==> src/rtl/npu_adder_pkg.sv <==
// Shared constants and elaboration-time helpers for the adder tree.
// clog2/SUM_W size the operand sum; row_out/lvl_n/lvl_off/num_lvls describe
// the shape of the carry-save reduction tree (vectors per level and the
// offset of each level inside the flat tree bus).
package npu_adder_pkg;

  localparam int PIPE_LAT = 3;

  function automatic int clog2(input int v);
    int r;
    r = 0;
    for (int i = 0; i < 32; i++)
      if ((1 << r) < v) r++;
    return r;
  endfunction

  function automatic int SUM_W(input int n, input int w);
    return w + clog2(n);
  endfunction

  // Vectors left after one compressor row: each 5-group yields 3, a
  // remainder of 3 or 4 spends a 3:2 (3 -> 2), anything else passes through.
  function automatic int row_out(input int n);
    int r;
    r = n % 5;
    return 3 * (n / 5) + ((r >= 3) ? r - 1 : r);
  endfunction

  function automatic int num_lvls(input int n);
    int x, c;
    x = n;
    c = 0;
    for (int i = 0; i < 64; i++)
      if (x > 2) begin
        x = row_out(x);
        c++;
      end
    return c;
  endfunction

  function automatic int lvl_n(input int n, input int l);
    int x;
    x = n;
    for (int i = 0; i < 64; i++)
      if (i < l && x > 2) x = row_out(x);
    return x;
  endfunction

  function automatic int lvl_off(input int n, input int l);
    int o;
    o = 0;
    for (int i = 0; i < 64; i++)
      if (i < l) o += lvl_n(n, i);
    return o;
  endfunction

endpackage

==> src/rtl/compress_row.sv <==
// One row of the carry-save reduction tree.
// din  : N vectors of W bits
// dout : M = row_out(N) vectors of W bits with the same sum modulo 2^W
// Groups of five go through 5:3 counters, a remainder of 3/4 uses one 3:2,
// leftover vectors pass through untouched.
module compress_row
  import npu_adder_pkg::*;
#(
  parameter int N = 5,
  parameter int W = 8,
  parameter int M = row_out(N)
) (
  input  logic [N-1:0][W-1:0] din,
  output logic [M-1:0][W-1:0] dout
);

  localparam int G5 = N / 5;
  localparam int R  = N % 5;
  localparam int G3 = (R >= 3) ? 1 : 0;
  localparam int NP = R - 3 * G3;

  for (genvar g = 0; g < G5; g++) begin : g_c53
    logic [W-1:0] s, c, d;
    // per-bit population count of five bits, weights 1/2/4
    always_comb begin
      s = '0;
      c = '0;
      d = '0;
      for (int i = 0; i < W; i++)
        {d[i], c[i], s[i]} = 3'(din[5*g][i]) + 3'(din[5*g+1][i]) +
                             3'(din[5*g+2][i]) + 3'(din[5*g+3][i]) +
                             3'(din[5*g+4][i]);
    end
    assign dout[3*g]   = s;
    assign dout[3*g+1] = c << 1;
    assign dout[3*g+2] = d << 2;
  end

  if (G3 != 0) begin : g_c32
    logic [W-1:0] a, b, e;
    assign a = din[5*G5];
    assign b = din[5*G5+1];
    assign e = din[5*G5+2];
    assign dout[3*G5]   = a ^ b ^ e;
    assign dout[3*G5+1] = ((a & b) | (a & e) | (b & e)) << 1;
  end

  for (genvar p = 0; p < NP; p++) begin : g_pass
    assign dout[3*G5+2*G3+p] = din[5*G5+3*G3+p];
  end

endmodule

==> src/rtl/adder_tree_pipe.sv <==
// Three-stage pipelined multi-operand adder.
//   S1: operand capture, S2: carry-save tree down to two ACC_W vectors,
//   S3: carry-propagate add (plus group accumulation when enabled).
// Ports: clk, reset (async, active high); in_valid/in_ready/in_data/in_last
// operand beat handshake; out_valid/out_ready/out_sum result handshake.
// Stall is global: any stage holds while out_valid && !out_ready.
// Macro ADDER_TREE_ACC_EN: accumulate beats and emit one result per
// in_last group; otherwise every accepted beat yields one result.
module adder_tree_pipe
  import npu_adder_pkg::*;
#(
  parameter int N_IN   = 9,
  parameter int W      = 8,
  parameter int SIGNED = 1,
  parameter int ACC_W  = 24
) (
  input  logic                clk,
  input  logic                reset,
  input  logic                in_valid,
  output logic                in_ready,
  input  logic [N_IN*W-1:0]   in_data,
  input  logic                in_last,
  output logic                out_valid,
  input  logic                out_ready,
  output logic [ACC_W-1:0]    out_sum
);

  localparam int NL  = num_lvls(N_IN);
  localparam int TOT = lvl_off(N_IN, NL) + 2;

  logic                       stall;
  logic [1:0]                 vld_pipe;   // [0] = S1, [1] = S2
  logic [N_IN*W-1:0]          s1_data;
  logic [TOT-1:0][ACC_W-1:0]  tree;       // all tree levels, level 0 first
  logic [ACC_W-1:0]           s2_a, s2_b, beat_sum;

`ifdef ADDER_TREE_ACC_EN
  logic                       s1_last, s2_last;
  logic [ACC_W-1:0]           acc;
`else
  logic                       unused_last;
  assign unused_last = in_last;
`endif

  assign stall    = out_valid && !out_ready;
  assign in_ready = !stall;

  // level 0: operands extended to accumulator width
  for (genvar k = 0; k < N_IN; k++) begin : g_ext
    logic [W-1:0] op;
    assign op = s1_data[k*W +: W];
    if (SIGNED != 0) begin : g_sx
      assign tree[k] = {{(ACC_W-W){op[W-1]}}, op};
    end else begin : g_zx
      assign tree[k] = {{(ACC_W-W){1'b0}}, op};
    end
  end

  for (genvar l = 0; l < NL; l++) begin : g_lvl
    compress_row #(
      .N (lvl_n(N_IN, l)),
      .W (ACC_W)
    ) u_row (
      .din  (tree[lvl_off(N_IN, l)   +: lvl_n(N_IN, l)]),
      .dout (tree[lvl_off(N_IN, l+1) +: lvl_n(N_IN, l+1)])
    );
  end

  assign beat_sum = s2_a + s2_b;

  always_ff @(posedge clk or posedge reset) begin
    if (reset) begin
      vld_pipe  <= '0;
      s1_data   <= '0;
      s2_a      <= '0;
      s2_b      <= '0;
      out_valid <= 1'b0;
      out_sum   <= '0;
`ifdef ADDER_TREE_ACC_EN
      s1_last   <= 1'b0;
      s2_last   <= 1'b0;
      acc       <= '0;
`endif
    end else if (!stall) begin
      vld_pipe <= {vld_pipe[0], in_valid};
      s1_data  <= in_data;
      s2_a     <= tree[TOT-2];
      s2_b     <= tree[TOT-1];
`ifdef ADDER_TREE_ACC_EN
      s1_last  <= in_last;
      s2_last  <= s1_last;
      // bubbles leave acc untouched; a last beat emits and restarts the group
      if (vld_pipe[1]) begin
        if (s2_last) begin
          out_sum   <= acc + beat_sum;
          acc       <= '0;
          out_valid <= 1'b1;
        end else begin
          acc       <= acc + beat_sum;
          out_valid <= 1'b0;
        end
      end else begin
        out_valid <= 1'b0;
      end
`else
      out_valid <= vld_pipe[1];
      if (vld_pipe[1]) out_sum <= beat_sum;
`endif
    end
  end

endmodule

==> config.mk <==
export PLATFORM = sky130hd
export DESIGN_NAME = adder_tree_pipe
export DESIGN_NICKNAME = d
export VERILOG_FILES = /design/src/rtl/npu_adder_pkg.sv /design/src/rtl/compress_row.sv /design/src/rtl/adder_tree_pipe.sv
export SDC_FILE = /design/constraint.sdc
export NUM_CORES = 1
export LEC_CHECK = 0
export ABC_AREA = 1
export CAP_MARGIN = 10
export CORE_ASPECT_RATIO = 0.5
export CORE_UTILIZATION = 45
export CTS_CLUSTER_SIZE = 40
export DETAILED_ROUTE_END_ITERATION = 8
export GPL_TIMING_DRIVEN = 0
export PLACE_DENSITY_LB_ADDON = 0.12
export SLEW_MARGIN = 15
export SYNTH_ARGS = -nofsm -noshare
export SYNTH_HDL_FRONTEND = slang
export SYNTH_SLANG_ARGS = --single-unit
==> constraint.sdc <==
create_clock -name clk -period 4.9 [get_ports clk]
set_input_delay 1.225 -clock clk [delete_from_list [all_inputs] [get_ports clk]]
set_output_delay 1.225 -clock clk [all_outputs]
set_load 0.05 [all_outputs]
==> reports/qor.csv <==
stage,metric,value,unit
run_status,status,"finished, final reports clean",
setup_path,endpoint_kind,register,
floorplanning,dieWidth,185,um
grt,grt_pass1_vias,5659,
setup_path,rrSetupSlack,0.17,ns
finish,final_net_count,1177,
flow_run,drv_cap,0,
finish,fillers,1519,
clock_tree,cts_buffers,17,
setup_path,r2r-end,s2_a[3],
clock_tree,clock_sinks,125,
logic_synthesis,synth_cell_type_count,23,
grt,gr-total-overflow,0,
clock_tree,cts_tree,yes,
timing,period_needed,4.73,ns
finish,synthToLayoutAreaGrowth,25.8,%
floorplanning,num_rows,33,
setup_path,cp_max_fo,2,
finish,drive_gt1_share,7.21,%
floorplanning,io_pins,103,
logic_synthesis,syn_inst,862,
detailed_routing,dr.pass1.iters,4,
setup_path,cp_data_arrival_time,5.01,ns
detailed_routing,post-route-drc-count,0,
place,place_congestion,0.813,
detailed_routing,post_drt_wl_per_cell,13.7,um
min_path,hold_path_class,register to register,
place,hpwl,12.8,mm
clock_tree,clockRootBuffer,clkbuf_16,
detailed_routing,num_vias,5567,
timing,fin_skew,0.0152,ns
floorplanning,die_h,93.6,um
logic_synthesis,synth_area,7560,um^2
setup_path,r2r.worst_path.cells,18,
setup_path,critical_path_class,register to register,
timing,final_hold_viol_count,0,
logic_synthesis,yosys_warnings,0,
setup_path,r2r_start,s1_data[1],
grt,antenna_found_initial,0,
logic_synthesis,synthesis.nets,1053,
timing,slew_headroom,50.9,%
finish,utilization,58.0,%
timing,fin_crit_sh,96.5,%
floorplanning,core_area,16400,um^2
timing,max_freq,211,MHz
setup_path,cp-startpoint,s1_data[1],
clock_tree,cts_max_path_buffers,2,
setup_path,crit_end,s2_a[3],
min_path,hp-start,out_sum[9],
clock_tree,cts.htree.levels,4,
logic_synthesis,ys_ff_latch,125,
logic_synthesis,syn-mean-instance-area,8.77,um^2
grt,grt_pass1_wl,28.2,mm
floorplanning,floorplan.initialDensity,46.1,%
setup_path,required,5.18,ns
timing,setup-violations-final,0,
detailed_routing,drt_iter0_drc,269,
grt,grt_max_degree,70,
setup_path,startpoint_type,register,
timing,tightest_slew,0.736,ns
place,numPortBuffers,101,
timing,whs,0.482,ns
floorplanning,die_area,17300,um^2
detailed_routing,wl,16.8,mm
finish,diodes,0,
timing,tns,0,ns
timing,grt_setup_unrepaired,yes,
clock_tree,clk_pin_slew,0.06,ns
detailed_routing,viasPerCell,4.54,
logic_synthesis,seq_area_frac_synth,41.4,%
grt,grt_use_total,21.7,%
detailed_routing,ant_nets,0,
clock_tree,clock_latency,0.42,ns
timing,slew_violations,0,
[placed cells by master, fill, tap and decap left out, types with 3 or more instances in the layout]
cell / Yosys / final
dfrtp_1: 125 / 125
clkbuf_1: 11 / 11
clkinvlp_4: 0 / 3
xor2_1: 3 / 3
clkbuf_16: 0 / 17
o21ai_1: 20 / 22
nor2_1: 11 / 11
clkinv_2: 0 / 3
o21ai_0: 25 / 23
buf_4: 2 / 5
nand2_2: 5 / 5
ha_1: 51 / 47
nand4_1: 4 / 4
fa_1: 63 / 63
nand2_1: 327 / 327
xnor2_1: 3 / 3
a21oi_1: 5 / 5
ha_2: 0 / 3
inv_6: 0 / 4
inv_2: 1 / 6
buf_2: 13 / 13
inv_1: 167 / 161
nor2_2: 4 / 4
nand3_1: 18 / 18
clkdlybuf4s50_1: 0 / 101
[metal layers]
layer	global-route usage (%)	wire length, um	vias to the layer above
li1	-	-	2802
met1	32.0	8530	2642
met2	33.0	7360	112
met3	4.36	758	11
met4	4.75	135	0
met5	0	0	-
[through the flow]
| step | area, um^2 | instances | setup slack [ns] |
|---|---|---|---|
| global placement | 8850 | 1190 | -1.62 |
| finish | 9510 | 1225 | 0.170 |
| CTS | 9470 | 1222 | 0.0804 |
| detailed placement | 8880 | 1191 | 0.0951 |
| global route | 9510 | 1225 | -0.0130 |
| floorplan | 7560 | 862 | 0.347 |
[what timing repair did]
action / CTS / global route
setup buffers: 0 / 3
hold buffers: 0 / 0
endpoints found under the setup margin: 0 / 5
resized for setup: 0 / 11
[area by class of cell]
class | count | area, um^2 | area share [%]
Tap cell | 227 | 284 | 2.99
Buffer | 27 | 133 | 1.39
Multi-Input combinational cell | 542 | 3690 | 38.8
Clock buffer | 18 | 439 | 4.62
Inverter | 168 | 636 | 6.69
Clock inverter | 13 | 141 | 1.49
Timing Repair Buffer | 105 | 1060 | 11.2
Sequential cell | 125 | 3130 | 32.9
[synthesized netlist by cell type]
cell type / count / area, um^2
ha_1: 51 / 638
nand2_1: 327 / 1230
and2_1: 1 / 6.26
xor2_1: 3 / 26.3
buf_4: 2 / 15.0
nand3b_1: 1 / 7.51
clkbuf_1: 11 / 41.3
a21oi_1: 5 / 25.0
fa_1: 63 / 1260
nor2_1: 11 / 41.3
inv_1: 167 / 627
nor2_2: 4 / 25.0
nand3_1: 18 / 90.1
xnor2_1: 3 / 26.3
nand4_1: 4 / 25.0
nand3_2: 1 / 10.0
o21ai_0: 25 / 125
buf_2: 13 / 65.1
nand2_2: 5 / 31.3
inv_2: 1 / 3.75
o21ai_1: 20 / 100
buf_6: 1 / 11.3
dfrtp_1: 125 / 3130
[worst min-delay path by stage]
stage          cells past startpoint           to  slack, ns
3_3_place_gp                       2   out_sum[9]       0.46
6_report                           2   out_sum[9]       0.48
3_5_place_dp                       2  out_sum[19]       0.47
5_1_grt                            2  out_sum[17]       0.50
2_1_floorplan                      2    out_valid       0.45
4_1_cts                            2  out_sum[19]       0.48
[flip-flops by register name, summed over array words and instances (netlist names)]
register and cells:
out_sum 24, s2_b 13, out_valid 1, s2_a 13, s1_data 72, vld_pipe 2
[worst max-delay path: stages (launching register included)]
cell and delay, ns:
dfrtp_1 0.39, ha_1 0.28, inv_1 0.04, fa_1 0.47, inv_1 0.04, ha_1 0.16
inv_1 0.06, fa_1 0.43, inv_2 0.10, ha_4 0.20, fa_1 0.53, ha_1 0.14
inv_1 0.04, fa_1 0.50, inv_1 0.07, fa_1 0.52, inv_1 0.06, fa_1 0.49
o21ai_0 0.07
[cell families (layout without fill, tap and decap cells)]
group,count (synthesis),count (layout),share of synthesized area (%)
compound gates,50,50,3.31
xor+xnor,6,6,0.695
fa+ha+maj,114,114,25.1
buf+inv,195,331,10.1
flops,125,125,41.4
simple gates,372,372,19.4
Power is left out: the tool's default activity adds up to more than one toggle a clock period on the data nets, which glitch-free logic cannot reach.
